$ cat src/rtl/grf_write_arbiter.sv
// Single driver of the GRF write port: merges the W-stage pipe write (priority)
// with buffered long-latency results, and publishes a busy mask for hazard stalls.
module grf_write_arbiter #(
  parameter int DEPTH        = 4,
  parameter int PTR_W        = 2,
  parameter int STARVE_LIMIT = 8
) (
  input  logic             clk,
  input  logic             reset,
  input  logic             pipe_we,
  input  logic [4:0]       pipe_reg,
  input  logic [31:0]      pipe_data,
  input  logic [31:0]      pipe_pc,
  input  logic             async_valid,
  output logic             async_ready,
  input  logic [4:0]       async_reg,
  input  logic [31:0]      async_data,
  input  logic [31:0]      async_pc,
  output logic             writeEnable,
  output logic [4:0]       writeReg,
  output logic [31:0]      writeData,
  output logic [31:0]      PCReg,
  output logic             stall_req,
  output logic [31:0]      busy_mask,
  output logic [PTR_W:0]   pending_count
);

  localparam int SW = $clog2(STARVE_LIMIT + 1);

  logic [4:0]       entryReg  [DEPTH];
  logic [31:0]      entryData [DEPTH];
  logic [31:0]      entryPc   [DEPTH];
  logic [DEPTH-1:0] entryValid;
  logic [PTR_W-1:0] wrPtr, rdPtr;
  logic [PTR_W:0]   count;
  logic [SW-1:0]    starveCnt, starveNext;
  logic             full, empty, pipeSel, pushEn, popEn;

  assign full        = (count == (PTR_W+1)'(DEPTH));
  assign empty       = (count == '0);
  assign async_ready = reset && !full;
  assign pipeSel     = pipe_we && (pipe_reg != 5'd0);
  // Writes to r0 complete the handshake but are dropped rather than buffered.
  assign pushEn      = async_valid && async_ready && (async_reg != 5'd0);
  assign popEn       = !pipeSel && !empty;
  assign pending_count = count;

  always_comb begin
    starveNext = starveCnt;
    if (popEn || empty)
      starveNext = '0;
    else if (starveCnt != SW'(STARVE_LIMIT))
      starveNext = starveCnt + 1'b1;
  end

  always_comb begin
    busy_mask = '0;
    for (int i = 0; i < DEPTH; i++)
      if (entryValid[i])
        busy_mask[entryReg[i]] = 1'b1;
    busy_mask[0] = 1'b0;
  end

  // Pointers wrap naturally because DEPTH is a power of two.
  always_ff @(posedge clk) begin
    if (!reset) begin
      wrPtr      <= '0;
      rdPtr      <= '0;
      count      <= '0;
      entryValid <= '0;
    end else begin
      if (pushEn) begin
        entryReg[wrPtr]   <= async_reg;
        entryData[wrPtr]  <= async_data;
        entryPc[wrPtr]    <= async_pc;
        entryValid[wrPtr] <= 1'b1;
        wrPtr             <= wrPtr + 1'b1;
      end
      if (popEn) begin
        entryValid[rdPtr] <= 1'b0;
        rdPtr             <= rdPtr + 1'b1;
      end
      case ({pushEn, popEn})
        2'b10:   count <= count + 1'b1;
        2'b01:   count <= count - 1'b1;
        default: count <= count;
      endcase
    end
  end

  always_ff @(posedge clk) begin
    if (!reset) begin
      starveCnt   <= '0;
      stall_req   <= 1'b0;
      writeEnable <= 1'b0;
      writeReg    <= '0;
      writeData   <= '0;
      PCReg       <= '0;
    end else begin
      starveCnt <= starveNext;
      stall_req <= (starveNext == SW'(STARVE_LIMIT));
      if (pipeSel) begin
        writeEnable <= 1'b1;
        writeReg    <= pipe_reg;
        writeData   <= pipe_data;
        PCReg       <= pipe_pc;
      end else if (popEn) begin
        writeEnable <= 1'b1;
        writeReg    <= entryReg[rdPtr];
        writeData   <= entryData[rdPtr];
        PCReg       <= entryPc[rdPtr];
      end else begin
        writeEnable <= 1'b0;
      end
    end
  end

endmodule

$ cat config.mk
export PLATFORM = sky130hd
export DESIGN_NAME = grf_write_arbiter
export DESIGN_NICKNAME = d
export VERILOG_FILES = /design/src/rtl/grf_write_arbiter.sv
export SDC_FILE = /design/constraint.sdc
export NUM_CORES = 1
export LEC_CHECK = 0
export CAP_MARGIN = 30
export CORE_MARGIN = 4
export CORE_UTILIZATION = 35
export CTS_CLUSTER_SIZE = 16
export DETAILED_ROUTE_END_ITERATION = 16
export GPL_TIMING_DRIVEN = 0
export SKIP_LAST_GASP = 1
export SLEW_MARGIN = 20
export SYNTH_ARGS = -nofsm -noshare
export SYNTH_HDL_FRONTEND = slang
export SYNTH_SLANG_ARGS = --single-unit
$ cat constraint.sdc
create_clock -name clk -period 4.9 [get_ports clk]
set_input_delay 0.98 -clock clk [delete_from_list [all_inputs] [get_ports clk]]
set_output_delay 0.98 -clock clk [all_outputs]
set_load 0.01 [all_outputs]
==> flow_summary_export.csv <==
group,metric,value,unit
run_status,outcome,"completed",
routing,dr.pass1.iters,5,
job,maxCapViolCount,0,
layout,n_fill_cell,3747,
sta,layout_setup_ws,463.8,ps
clock_tree,htree_num_levels,2,
logic_synthesis,async_flop_share,0,%
global_routing,grt_pass1_vias,10180,
layout,area_growth,30.58,%
clock_tree,cts_resized,0,
clock_tree,cts.sinks,364,
logic_synthesis,ys_ff_latch,364,
placement,io_buffer_count,247,
worst_setup_path,crit_arrival,3460,ps
power,power,8798,uW
floorplanning,io_pins,249,
sta,hold_viol,0,
worst_setup_path,critPathKind,"in2out",
routing,routed_wl,41.40,mm
floorplanning,dieArea,46120,um^2
worst_setup_path,crit_path_end_kind,"output pin",
sta,tightest_slew,873.7,ps
hold_path,hold-path-cell-count,2,
floorplanning,die-height,214.7,um
logic_synthesis,ys_types,50,
layout,fin_util,46.37,%
power,switching_share,28.52,%
logic_synthesis,netlist_area,14960,um^2
power,ir_drop,0.2613,mV
clock_tree,post_cts_buffers,0,
sta,rsz0062_at_grt,"no",
sta,fmaxAchievable,225.4,MHz
layout,nNetsFinal,1471,
routing,wl_per_cell,21.94,um
global_routing,antenna_found_initial,5,
placement,place_ws,514.4,ps
logic_synthesis,yosys_warnings,0,
routing,drt_iter0_markers,559,
routing,drc,0,
power,intPower,6288,uW
layout,drive_gt1_share,15.22,%
sta,fin_crit_sh,90.54,%
clock_tree,numCtsBuffers,39,
global_routing,grt_pass1_wl,62.22,mm
clock_tree,tritoncts,"yes",
logic_synthesis,synth_nets,1177,
placement,dp.final_hpwl,28.62,mm
worst_setup_path,r2r_slack,2250,ps
clock_tree,ctsHoldBuffers,0,
logic_synthesis,synth_area_per_cell,14.62,um^2
global_routing,grt_max_degree,45,
worst_setup_path,cp_max_fo,10,
clock_tree,clock_path_buffers,3,
power,comb_power_share,24.6,%
worst_setup_path,crit_path_start_kind,"input port",
power,p_clk_share,33.0,%
routing,ant_nets,0,
worst_setup_path,reg2regPathDepth,6,
routing,num_vias,9909,
power,power_density,450.3,nW/um^2
clock_tree,cts_root_buf,"clkbuf_16",
logic_synthesis,syn_inst,1023,
sta,min_period,4436,ps
layout,regArea,10050,um^2
layout,multi_input_area,4471,um^2
worst_setup_path,cp.required,3920,ps
floorplanning,initial_core_util,35.51,%
placement,place_congestion,0.8734,
global_routing,grt-ovfl-total,0,
sta,fin_skew,13.07,ps
clock_tree,path_clk_slew,60,ps
floorplanning,fp.dieW,214.7,um
power,p_sw,2509,uW
hold_path,min_path_type,"reg2reg",
power,seqPwrFrac,42.4,%
floorplanning,coreArea,42130,um^2
sta,setup_viol,0,
clock_tree,insertion_delay,520,ps
power,leakage,0.006381,uW
sta,maxSlewViolCount,0,
sta,holdWs,508.3,ps
global_routing,globalRouteTotalUtil,17.40,%
logic_synthesis,synth_flop_cell,"edfxtp_1",
floorplanning,rows,75,
logic_synthesis,yosysSeqAreaShare,67.17,%
sta,slew_headroom,41.54,%
routing,viasPerCell,5.251,
logic_synthesis,synth-edff-count,276,
metrics by stage:
step	std cells	setup TNS [ps]	instance area (um^2)
after global routing	1886	0	19530
final	1887	0	19540
after detailed placement	1815	0	18250
after CTS	1886	0	19530
after floorplan	1023	0	14960
after global placement	1809	-441310	18110
routing by layer:
metal	up-vias	wire length [um]	track usage, %
met5	-	52	0
met4	8	932	4.733
li1	4567	-	-
met1	4939	17410	23.07
met2	331	19810	28.79
met3	64	3193	4.266
path summary, 6_finish.rpt:
check	from	to
max reg2reg	pending_count[0]$_SDFFE_PN0P_	entryPc[3][4]$_DFFE_PP_
min reg2reg	wrPtr[0]$_SDFFE_PN0N_	wrPtr[0]$_SDFFE_PN0N_
max	reset	async_ready
min	wrPtr[0]$_SDFFE_PN0N_	wrPtr[0]$_SDFFE_PN0N_
synthesized netlist by cell type, drive strengths merged, types with 3 or more instances:
master | n | area [um^2]
xor2 | 3 | 26.28
or3b | 6 | 52.55
buf | 33 | 230.2
a21oi | 153 | 814.5
o22ai | 7 | 43.79
edfxtp | 276 | 8288
or3 | 5 | 31.28
nor3b | 12 | 90.09
and3b | 5 | 43.79
a211oi | 4 | 35.03
nor2b | 3 | 18.77
o21ai | 75 | 390.4
mux2 | 3 | 33.78
dfxtp | 88 | 1762
nor2 | 24 | 106.4
and2 | 6 | 37.54
o221ai | 14 | 122.6
a221o | 12 | 120.1
o211ai | 4 | 30.03
nand3 | 11 | 55.05
nand2 | 92 | 345.3
ha | 11 | 137.6
and3 | 6 | 37.54
a22oi | 13 | 97.59
inv | 21 | 78.82
mux4 | 69 | 1554
nand3b | 10 | 75.07
clkbuf | 39 | 146.4
nor3 | 5 | 36.29
cell families (layout without fill, tap and decap cells):
logic type	after synthesis	in the layout	share of synthesized area (%)
AO/OA/AOI/OAI	289	289	11.48
XOR/XNOR	4	4	0.2342
adder cells (fa/ha/maj)	12	12	1.054
buffers and inverters	93	417	3.044
flip-flops	364	364	67.17
multiplexers	72	72	10.61
other	1	2	0.02507
AND/OR/NAND/NOR	188	188	6.373
registers in the layout, summed over array words and instances, names as in the netlist, named ones only:
signal         count
writeData         32
PCReg             32
wrPtr              2
writeReg           5
rdPtr              2
entryData        128
entryValid         4
entryReg          20
pending_count      3
stall_req          1
entryPc          128
writeEnable        1
starveCnt          4
cells in the final DEF (no fill, tap or decap), types with 10 or more instances in the layout:
cell,n
edfxtp_1,276
clkdlybuf4s50_1,247
a21oi_1,140
nand2_1,92
dfxtp_1,88
mux4_2,69
o21ai_0,61
clkbuf_1,44
clkbuf_16,39
nor2_1,23
inv_1,20
buf_2,19
o221ai_1,14
a22oi_1,13
a21oi_2,13
a221o_1,12
o21ai_1,12
nor3b_1,11
nand3_1,11
ha_1,11
nand3b_1,10
area by class of cell:
| class | count | area share [%] |
|---|---|---|
| sequential | 364 | 51.44 |
| multi-input combinational | 566 | 22.88 |
| timing repair buffer | 253 | 13.32 |
| clock buffer | 49 | 5.444 |
| tap | 539 | 3.452 |
| buffer | 72 | 1.928 |
| clock inverter | 22 | 1.114 |
| inverter | 21 | 0.4035 |
| antenna | 1 | 0.01281 |
power by group through the flow:
stage | combinational, uW | clock [uW] | sequential (uW)
6_report | 2160 | 2900 | 3730
4_1_cts | 2220 | 2980 | 3730
3_5_place_dp | 2210 | 0 | 3790
2_1_floorplan | 1220 | 0 | 3820
3_3_place_gp | 2180 | 0 | 3800
5_1_grt | 2360 | 3110 | 3760
critical path, cell delays in order:
cell	delay [ps]
clkdlybuf4s50_1	1040
inv_2	200
clkbuf_1	310
nor2_1	310
clkdlybuf4s50_1	600
(Power assumes the default switching activity.)
